===== config.mk =====
export PLATFORM = sky130hd
export DESIGN_NAME = sharpen_core_flat
export DESIGN_NICKNAME = d
export VERILOG_FILES = /design/src/rtl/sharpen_core_if.sv /design/src/rtl/sharpen_core.sv /design/src/flat_wrapper.sv
export SDC_FILE = /design/constraint.sdc
export NUM_CORES = 1
export LEC_CHECK = 0
export ABC_AREA = 1
export ABC_CLOCK_PERIOD_IN_PS = 4370
export BUFFER_PORTS_ARGS = -buffer_cell sky130_fd_sc_hd__buf_4
export CORE_MARGIN = 2
export CORE_UTILIZATION = 40
export DETAILED_ROUTE_END_ITERATION = 7
export SLEW_MARGIN = 20
export SYNTH_ARGS = -nofsm -noshare
export SYNTH_HDL_FRONTEND = slang
export SYNTH_SLANG_ARGS = --single-unit
export TNS_END_PERCENT = 10

===== constraint.sdc =====
create_clock -name clk_i -period 4.37 [get_ports clk_i]
set_clock_uncertainty 0.1 [all_clocks]
set_input_delay 0.2185 -clock clk_i [delete_from_list [all_inputs] [get_ports clk_i]]
set_output_delay 0.2185 -clock clk_i [all_outputs]
set_load 0.005 [all_outputs]

===== src/rtl/sharpen_core_if.sv =====
// 3x3 window request/response bundle between the frame top level and sharpen_core.
// The initiator drives the window and enable; the responder returns the sharpened pixel.
interface sharpen_core_if #(
  parameter int unsigned CNT_W = 17
);
  logic             en_i;
  logic [7:0]       data_i_0;
  logic [7:0]       data_i_1;
  logic [7:0]       data_i_2;
  logic [7:0]       data_i_3;
  logic [7:0]       data_i_4;
  logic [7:0]       data_i_5;
  logic [7:0]       data_i_6;
  logic [7:0]       data_i_7;
  logic [7:0]       data_i_8;
  logic [7:0]       data_o;
  logic             sonuc_done;
  logic             sat_o;
  logic [CNT_W-1:0] done_cnt_o;

  modport master (
    output en_i, data_i_0, data_i_1, data_i_2, data_i_3, data_i_4,
           data_i_5, data_i_6, data_i_7, data_i_8,
    input  data_o, sonuc_done, sat_o, done_cnt_o
  );

  modport slave (
    input  en_i, data_i_0, data_i_1, data_i_2, data_i_3, data_i_4,
           data_i_5, data_i_6, data_i_7, data_i_8,
    output data_o, sonuc_done, sat_o, done_cnt_o
  );
endinterface


===== src/rtl/sharpen_core.sv =====
// Laplacian sharpening of a 3x3 window centre pixel, saturated to 0..255.
// Three-cycle pipeline: capture, kernel sum, clamp; result held until the enable drops.
module sharpen_core #(
  parameter int unsigned KERNEL_SEL = 0,
  parameter int unsigned CNT_W      = 17
) (
  input logic           clk_i,
  input logic           rst_i,
  sharpen_core_if.slave win
);

  typedef enum logic [1:0] {StIdle, StAdd, StClamp, StDone} state_e;

  state_e             state_q, state_d;
  logic [7:0]         pix_q [9];
  logic [7:0]         pix_d [9];
  logic [7:0]         pix_in [9];
  logic signed [12:0] op [9];
  logic signed [12:0] sum_q, sum_d;
  logic signed [12:0] kernel_sum;
  logic [7:0]         data_q, data_d;
  logic               done_q, done_d;
  logic               sat_q, sat_d;
  logic [CNT_W-1:0]   cnt_q, cnt_d;

  assign pix_in[0] = win.data_i_0;
  assign pix_in[1] = win.data_i_1;
  assign pix_in[2] = win.data_i_2;
  assign pix_in[3] = win.data_i_3;
  assign pix_in[4] = win.data_i_4;
  assign pix_in[5] = win.data_i_5;
  assign pix_in[6] = win.data_i_6;
  assign pix_in[7] = win.data_i_7;
  assign pix_in[8] = win.data_i_8;

  // Zero-extend to 13 bits so the worst case (9*255) cannot overflow.
  always_comb begin
    for (int i = 0; i < 9; i++) begin
      op[i] = signed'({5'b0_0000, pix_q[i]});
    end
  end

  always_comb begin
    if (KERNEL_SEL == 0) begin
      kernel_sum = 13'sd5 * op[4] - op[1] - op[3] - op[5] - op[7];
    end else begin
      kernel_sum = 13'sd9 * op[4]
                 - (op[0] + op[1] + op[2] + op[3] + op[5] + op[6] + op[7] + op[8]);
    end
  end

  always_comb begin
    state_d = state_q;
    pix_d   = pix_q;
    sum_d   = sum_q;
    data_d  = data_q;
    done_d  = done_q;
    sat_d   = sat_q;
    cnt_d   = cnt_q;
    case (state_q)
      StIdle: begin
        done_d = 1'b0;
        if (win.en_i) begin
          pix_d   = pix_in;
          state_d = StAdd;
        end
      end
      StAdd: begin
        if (!win.en_i) begin
          state_d = StIdle;
        end else begin
          sum_d   = kernel_sum;
          state_d = StClamp;
        end
      end
      StClamp: begin
        if (!win.en_i) begin
          state_d = StIdle;
        end else begin
          if (sum_q < 13'sd0) begin
            data_d = 8'd0;
            sat_d  = 1'b1;
          end else if (sum_q > 13'sd255) begin
            data_d = 8'd255;
            sat_d  = 1'b1;
          end else begin
            data_d = sum_q[7:0];
            sat_d  = 1'b0;
          end
          done_d  = 1'b1;
          cnt_d   = cnt_q + CNT_W'(1);
          state_d = StDone;
        end
      end
      StDone: begin
        // Stay here while the enable is held so one request yields one result.
        if (!win.en_i) begin
          done_d  = 1'b0;
          sat_d   = 1'b0;
          state_d = StIdle;
        end
      end
      default: begin
        state_d = StIdle;
      end
    endcase
  end

  always_ff @(posedge clk_i or posedge rst_i) begin
    if (rst_i) begin
      state_q <= StIdle;
      for (int i = 0; i < 9; i++) begin
        pix_q[i] <= 8'd0;
      end
      sum_q  <= '0;
      data_q <= 8'd0;
      done_q <= 1'b0;
      sat_q  <= 1'b0;
      cnt_q  <= '0;
    end else begin
      state_q <= state_d;
      pix_q   <= pix_d;
      sum_q   <= sum_d;
      data_q  <= data_d;
      done_q  <= done_d;
      sat_q   <= sat_d;
      cnt_q   <= cnt_d;
    end
  end

  assign win.data_o     = data_q;
  assign win.sonuc_done = done_q;
  assign win.sat_o      = sat_q;
  assign win.done_cnt_o = cnt_q;

endmodule


===== src/flat_wrapper.sv =====
// flat-port wrapper written by rule: the top's interface ports become plain ports
module sharpen_core_flat 
#(
  parameter int unsigned KERNEL_SEL = 0,
  parameter int unsigned CNT_W      = 17
)
  (clk_i, rst_i, win_en_i, win_data_i_0, win_data_i_1, win_data_i_2, win_data_i_3, win_data_i_4, win_data_i_5, win_data_i_6, win_data_i_7, win_data_i_8, win_data_o, win_sonuc_done, win_sat_o, win_done_cnt_o);
  sharpen_core_if #(.CNT_W(CNT_W)) win_i ();
  input logic clk_i;
  input logic rst_i;
  input wire logic [$bits(win_i.en_i)-1:0] win_en_i;
  input wire logic [$bits(win_i.data_i_0)-1:0] win_data_i_0;
  input wire logic [$bits(win_i.data_i_1)-1:0] win_data_i_1;
  input wire logic [$bits(win_i.data_i_2)-1:0] win_data_i_2;
  input wire logic [$bits(win_i.data_i_3)-1:0] win_data_i_3;
  input wire logic [$bits(win_i.data_i_4)-1:0] win_data_i_4;
  input wire logic [$bits(win_i.data_i_5)-1:0] win_data_i_5;
  input wire logic [$bits(win_i.data_i_6)-1:0] win_data_i_6;
  input wire logic [$bits(win_i.data_i_7)-1:0] win_data_i_7;
  input wire logic [$bits(win_i.data_i_8)-1:0] win_data_i_8;
  output wire logic [$bits(win_i.data_o)-1:0] win_data_o;
  output wire logic [$bits(win_i.sonuc_done)-1:0] win_sonuc_done;
  output wire logic [$bits(win_i.sat_o)-1:0] win_sat_o;
  output wire logic [$bits(win_i.done_cnt_o)-1:0] win_done_cnt_o;
  assign win_i.en_i = win_en_i;
  assign win_i.data_i_0 = win_data_i_0;
  assign win_i.data_i_1 = win_data_i_1;
  assign win_i.data_i_2 = win_data_i_2;
  assign win_i.data_i_3 = win_data_i_3;
  assign win_i.data_i_4 = win_data_i_4;
  assign win_i.data_i_5 = win_data_i_5;
  assign win_i.data_i_6 = win_data_i_6;
  assign win_i.data_i_7 = win_data_i_7;
  assign win_i.data_i_8 = win_data_i_8;
  assign win_data_o = win_i.data_o;
  assign win_sonuc_done = win_i.sonuc_done;
  assign win_sat_o = win_i.sat_o;
  assign win_done_cnt_o = win_i.done_cnt_o;
  sharpen_core #(.KERNEL_SEL(KERNEL_SEL), .CNT_W(CNT_W)) u_core (.clk_i(clk_i), .rst_i(rst_i), .win(win_i));
endmodule

Word-level counts from Yosys, hierarchy flattened
Cells that the tools add are included.
{"block": "totals", "register_bits": 82, "wordCells": 48}
{"block": "op_classes", "n_reduce_logical": 9, "n_addsub": 5, "mux": 14, "order_cmp": 2, "eq_ne": 6, "mul": 1}
{"op": "$sub 13x9->13", "count": 4}
{"op": "$add 17x1->17 const B", "count": 1}
{"op": "$mux 8", "count": 2}
{"op": "$gt 13x9->1 const B", "count": 1}
{"op": "$lt 13x1->1 const B", "count": 1}
{"op": "$mul 3x8->11 const A", "count": 1}
{"op": "$mux 2", "count": 4}
{"op": "$pmux 2 s4", "count": 1}
{"op": "$reduce_and 2->1", "count": 4}
{"op": "$ne 2x2->1 const B", "count": 3}
{"op": "$reduce_and 3->1", "count": 2}
{"op": "$mux 1", "count": 5}
{"op": "$eq 2x2->1 const B", "count": 2}
{"op": "$pmux 1 s3", "count": 1}
{"op": "$reduce_bool 3->1", "count": 1}
{"op": "$eq 2x1->1 const B", "count": 1}
{"op": "$logic_not 2->1", "count": 1}
{"op": "$pmux 1 s2", "count": 1}
{"op": "$reduce_bool 2->1", "count": 1}

Longest topological paths before layout
Gate-level depths: netlist of the first run.
{"block": "depth", "depth_word": 5, "ltp_mapped": 16, "mapped_depth_nobuf": 16}

Least setup slack after synthesis of the first run
Ideal clock, no wire load.
{"block": "synth_path", "kind": "flip-flop to flip-flop", "startpoint": "register u_core.pix_q, in the netlist u_core.op[53]", "endpoint": "register u_core.sum_q[10]", "required_ns": 4.146, "path_stages_with_launch": 16, "t_arrival_ns": 2.913, "setup_ns": 0.124, "path_slack_ns": 1.233, "path_cell_list": "dfrtp_1 > ha_1 > ha_1 > fa_1 > a31oi_1 > xor2_1 > fa_1 > inv_1 > ha_1 > nand2_1 > nor2_1 > nand3_1 > nand3_1 > inv_1 > nand2_1 > nand3_1"}
{"block": "synth_via", "elab_chain_len": 5}
{"item": "start: declaration", "line_no": "sharpen_core.sv:15", "source": "logic [7:0] pix_q [9];"}
{"item": "start signal: assignment", "line_no": "sharpen_core.sv:122", "source": "pix_q <= pix_d;"}
{"item": "$mul 3x8->11", "line_no": "sharpen_core.sv:45", "source": "kernel_sum = 13'sd5 * op[4] - op[1] - op[3] - op[5] - op[7];"}
{"item": "$sub 13x9->13 (4 in series)", "line_no": "sharpen_core.sv:45"}
{"item": "end signal: assignment", "line_no": "sharpen_core.sv:123", "source": "sum_q <= sum_d;"}
{"item": "end: declaration", "line_no": "sharpen_core.sv:19", "source": "logic signed [12:0] sum_q, sum_d;"}
Every way passes these cells.
A chain may end at the register's enable or synchronous reset.

Worst setup path in the final report of the first run
{"block": "layout_path", "startpoint": "register u_core.pix_q, in the netlist u_core.op[55]", "endpoint": "register u_core.sum_q[10]"}
The elaborated chain is that of the path after synthesis.

==> impl_metrics.yaml, run 1 <==
grt:
  gr-usage-all-layers_pct: 16.51
  grt_max_degree: 66
  grt_pass1_vias: 3759
  grt_pass1_wl_mm: 17.03
  antenna_found_initial: 0
  gr-total-overflow: 0
synth:
  yosys.area.top_type_share_pct: 41.90
  synthSimpleGateAreaFrac_pct: 20.06
  synth_common_cells: "nand2_1 (136), inv_1 (92), dfrtp_1 (82), nor2_1 (54), a21oi_1 (31)"
  synth_area_um2: 4897
  ys_async_sr_fraction_pct: 100.0
  yosysWarnings: 0
  synth_edf_count: 0
  yosys.cell_count.top_type: "nand2_1"
  ys.flop_type: "dfrtp_1"
  synth_cell_types: 26
  synth-seq-cells: 82
  syn_nets: 686
  synthTopCellsByArea: "dfrtp_1 (42%), nand2_1 (10%), fa_1 (10%)"
  synth_largest_area_cell: "dfrtp_1"
  synth_top_family_by_area: "simple AND/OR/NAND/NOR gates"
  synth_xor_area_share_pct: 4.113
  synth_compound_area_share_pct: 5.876
  synthMuxAreaShare_pct: 3.449
  synth_area_per_cell_um2: 8.698
  synth_cells: 563
  yosysSeqAreaShare_pct: 41.90
  synth_fa_ha_area_share_pct: 16.10
placed_design:
  gp_congestion: 0.8241
  dp_hpwl_mm: 7.358
  portBuffers: 69
  post-place-ws_ps: 926.5
  dp_cells: 770
floorplanning:
  core_um2: 11960
  ios: 102
  fp.dieH_um: 114.7
  rows: 40
  die_w_um: 114.7
  die_area_um2: 13140
  start_util_pct: 40.94
critical_path:
  crit_buf_inv: 2
  crit_path_end_kind: "register"
  cp.required_ps: 4500
  critPathLaunchType: "register"
  critPathMaxFanout: 5
  crit_path_top_delay_cell: "fa_1"
  crit_type: "reg2reg"
  cpPeakStageDelay_ps: 490
  cp_top_family: "adder cells"
  arrival_ps: 3560
  r2r_slack_ps: 940
  cp_cell_sequence: "ha_1, ha_1, fa_1, a31oi_1, xor2_1, fa_1, inv_1, ha_1, nand2_1, nor2_1, nand3_1, nand3_1, inv_1, nand2_1, nand3_1"
power:
  p_per_area_nw_per_um2: 846.9
  max-vdd-ir-drop_uv: 412.6
  leakage_nw: 3.155
clock_network:
  cts.sinks: 82
  cts_max_level: 3
  cts_root_buffer: "clkbuf_16"
  hold_buffers: 7
  cts_tree: "yes"
  cts.repair.resized: 0
  post-cts-setup-buffers: 0
  clk_latency_ps: 350
  clk_pin_slew_worst_paths_ps: 60
  cts_made_buffers: 9
  cts_buffer_depth: 2
layout:
  final_util_pct: 49.55
  final_nets: 764
  fin_cells: 793
  antenna_cells: 0
  layout-drive-gt1-share_pct: 16.72
  area_delta_synth_final_pct: 21.03
timing:
  worst_slack_ps: 941.4
  period_share_pct: 78.46
  hold-worst-slack_ps: 12.31
  hold_viol_final: 0
  fin_tns_setup_ps: 0
  relSlewSlack_pct: 52.78
  grt_setup_unrepaired: "false"
  worst_pin_slew_ps: 707.4
  setup_viol_count_final: 0
  drv_slew: 0
  max_freq_mhz: 291.7
  fin_crit_ps: 3429
drt:
  dr.first_iter.drc_count: 163
  via_count: 3735
  postRouteAntennaNets: 0
  dr.pass1.iters: 4
  wl_per_cell_um: 12.26
  drc: 0
  via_per_inst: 4.710
  wl_mm: 9.724
outcome:
  outcome: "finished clean"
flow_run:
  drv_cap: 0
worst_hold_path:
  hold_class: "in2reg"
## power by group
part           switching [mW]  leakage [nW]  internal, mW  total (mW)
Sequential              0.132         0.978         0.964        1.10
Clock                   0.300         0.146         0.476       0.776
Combinational            1.86          2.03          1.28        3.15
## area by class of cell
| cell class | count | area (um^2) |
|---|---|---|
| inverter | 93 | 350.3 |
| fill | 1179 | 6035 |
| clock inverter | 3 | 46.29 |
| multi-input combinational | 377 | 2431 |
| timing repair buffer | 78 | 603.1 |
| sequential | 82 | 2052 |
| clock buffer | 13 | 260.3 |
| tap | 147 | 183.9 |
## path summary, 6_finish.rpt
check,startpoint,to,depth (start not counted)
min in group asynchronous,rst_i,u_core.op[16],3
worst max register to register,u_core.op[55],u_core.sum_q[10],15
worst min-delay path,win_data_i_3[2],u_core.op[67],2
max in group asynchronous,rst_i,u_core.win.data_o[6],4
worst min register to register,u_core.sum_q[7],u_core.sum_q[7],2
worst max-delay path,u_core.op[55],u_core.sum_q[10],15
## cell usage in the layout (no fill, tap or decap), drive strengths merged, types with 21 or more instances in the layout
master,n
nand3,26
dfrtp,82
o21ai,21
buf,71
a21oi,31
ha,23
inv,93
fa,25
nor2,56
nand2,137
## layer usage
layer,vias to the layer above,share of wire (%),global-route usage [%]
li1,1905,-,-
met3,15,3.8,3.547
met1,1745,47,21.60
met5,-,0,0
met4,0,2.2,7.886
met2,70,47,26.11
## cells by family after synthesis
group                    count (synthesis)
AND/OR/NAND/NOR                        235
buffers and inverters                  104
flip-flops                              82
AO/OA/AOI/OAI                           56
adder cells (fa/ha/maj)                 48
XOR/XNOR                                23
multiplexers                            15
## sequential cells by signal, summed over array words and instances (netlist names)
register / cells
u_core.win.sat_o: 1
u_core.state_q: 2
u_core.win.done_cnt_o: 17
u_core.sum_q: 13
u_core.win.data_o: 8
u_core.op: 40
u_core.win.sonuc_done: 1
## metrics by stage
stage / total power, mW / area [um^2]
3_5_place_dp: 4.263 / 5550
5_1_grt: 5.702 / 5927
4_1_cts: 5.076 / 5927
2_1_floorplan: 3.525 / 4897
6_report: 5.020 / 5927
3_3_place_gp: 4.216 / 5550
No activity file was read; power rests on OpenSTA's default activity.
==> run 2, diff against run 1 <==
--- a/config.mk
+++ b/config.mk
@@ -6,7 +6,7 @@
 export NUM_CORES = 1
 export LEC_CHECK = 0
 export ABC_AREA = 1
-export ABC_CLOCK_PERIOD_IN_PS = 4370
+export ABC_CLOCK_PERIOD_IN_PS = 2800
 export BUFFER_PORTS_ARGS = -buffer_cell sky130_fd_sc_hd__buf_4
 export CORE_MARGIN = 2
 export CORE_UTILIZATION = 40
==> constraint.sdc (replaced) <==
create_clock -name clk_i -period 2.8 [get_ports clk_i]
set_clock_uncertainty 0.1 [all_clocks]
set_input_delay 0.14 -clock clk_i [delete_from_list [all_inputs] [get_ports clk_i]]
set_output_delay 0.14 -clock clk_i [all_outputs]
set_load 0.005 [all_outputs]
==> impl_metrics.yaml, run 2 (same netlist as run 1, synthesis figures left out) <==
timing:
  worst_pin_slew_ps: 841.2
  max_freq_mhz: 317.2
  relSlewSlack_pct: 43.72
  fin_crit_ps: 3153
  worst_slack_ps: -352.6
  setup_viol_count_final: 11
  period_share_pct: 112.6
  drv_slew: 0
  hold-worst-slack_ps: 21.13
  hold_viol_final: 0
  grt_setup_unrepaired: "true"
clock_network:
  clk_pin_slew_worst_paths_ps: 60
  cts.sinks: 82
  clk_latency_ps: 340
  cts_made_buffers: 9
  cts_buffer_depth: 2
  cts_root_buffer: "clkbuf_16"
  cts_tree: "yes"
  cts_max_level: 3
critical_path:
  cp_cell_sequence: "inv_2, fa_1, inv_1, fa_1, inv_2, fa_1, ha_4, a21oi_4, nor2_1, nor2_1, nand3b_1, nand3_1, nand2_1"
  rr_worst_depth: 13
  crit_top_cell: "fa_1"
  critPathLaunchType: "register"
  crit_type: "reg2reg"
  cp.required_ps: 2930
  crit_path_end_kind: "register"
  arrival_ps: 3290
  crit_path_top_delay_cell: "fa_1"
  cpPeakStageDelay_ps: 590
  critPathMaxFanout: 5
layout:
  mostFrequentLayoutCells: "nand2_1 (120), buf_4 (115), inv_1 (79), dfrtp_1 (79), nor2_1 (50)"
  multiInputGateArea_um2: 2878
  nFillCells: 1007
  layout-drive-gt1-share_pct: 31.68
  ff_latch_area_um2: 2056
  antenna_cells: 0
  final_nets: 845
  final_common_cell: "nand2_1"
  area_delta_synth_final_pct: 43.74
  largest_register_ffs: 40
floorplanning:
  die_w_um: 114.7
  fp.dieH_um: 114.7
  rows: 40
  die_area_um2: 13140
  core_um2: 11960
  start_util_pct: 40.94
  ios: 102
placed_design:
  portBuffers: 69
  gp_congestion: 0.8617
  dp_hpwl_mm: 7.872
  post-place-ws_ps: -427.1
drt:
  via_per_inst: 4.621
  via_count: 4034
  dr.pass1.iters: 4
  drc: 0
  postRouteAntennaNets: 0
  dr.first_iter.drc_count: 165
  wl_mm: 11.02
  wl_per_cell_um: 12.62
worst_hold_path:
  hold_class: "in2reg"
  min_path_cells: 3
grt:
  grt_max_degree: 47
  grt_pass1_vias: 4174
  gr-total-overflow: 0
  grt_pass1_wl_mm: 18.77
  antenna_found_initial: 0
  gr-usage-all-layers_pct: 18.31
outcome:
  outcome: "finished with violations"
  violations: "negative setup slack"
flow_run:
  drv_cap: 0
-- run 2: final timing paths --
kind	start	to	slack, ps
worst min-delay path	win_data_i_4[1]	u_core.op[53]	20
worst max-delay path	u_core.op[96]	u_core.sum_q[8]	-350
max in group asynchronous	rst_i	u_core.op[56]	1580
min in group asynchronous	rst_i	u_core.op[67]	350
worst min register to register	u_core.sum_q[6]	u_core.sum_q[6]	370
worst max register to register	u_core.op[96]	u_core.sum_q[8]	-350
-- run 2: area by class of cell --
type                       count  share of cell area [%]
clock buffer                  12                   3.359
clock inverter                 3                  0.2488
inverter                      93                   4.977
multi-input combinational    377                   40.88
sequential                    82                   29.20
tap                          147                   2.613
timing repair buffer         159                   18.72
-- run 2: per-layer routing --
metal  wire [um]  global-route usage [%]
met1        4973                   22.92
met2        5417                   30.97
met3         423                   3.653
met4         205                   7.561
met5           0                       0
-- run 2: worst max-delay path: cells and delay by family, from the launching register on --
family                     cells  cell delay [ps]
and+or+nand+nor                5              420
buffers and inverters          3              140
AOI/OAI and AO/OA              1              190
adders and majority gates      4             1860
DFF                            1              340
-- run 2: repair_timing --
action,CTS,global route
hold buffers,40,0
pin swaps,19,31
gates resized for setup,20,65
buffers inserted,1,4
endpoints found under the setup margin,12,12
hold endpoints to repair,75,0
-- run 2: per-stage QoR --
step                area (um^2)  instances  setup TNS (ps)  util, %
finish                     7039        873           -3080    58.85
floorplan                  4995        563           -2103        -
CTS                        6738        869           -3038    56.33
detailed placement         5983        813           -4039    50.02
global placement           5983        813           -3656    50.02
global route               7039        873           -4788    58.85
Power of run 2 is not shown: default switching activity piles up to over one toggle a cycle in this logic, so the estimate is an artifact.
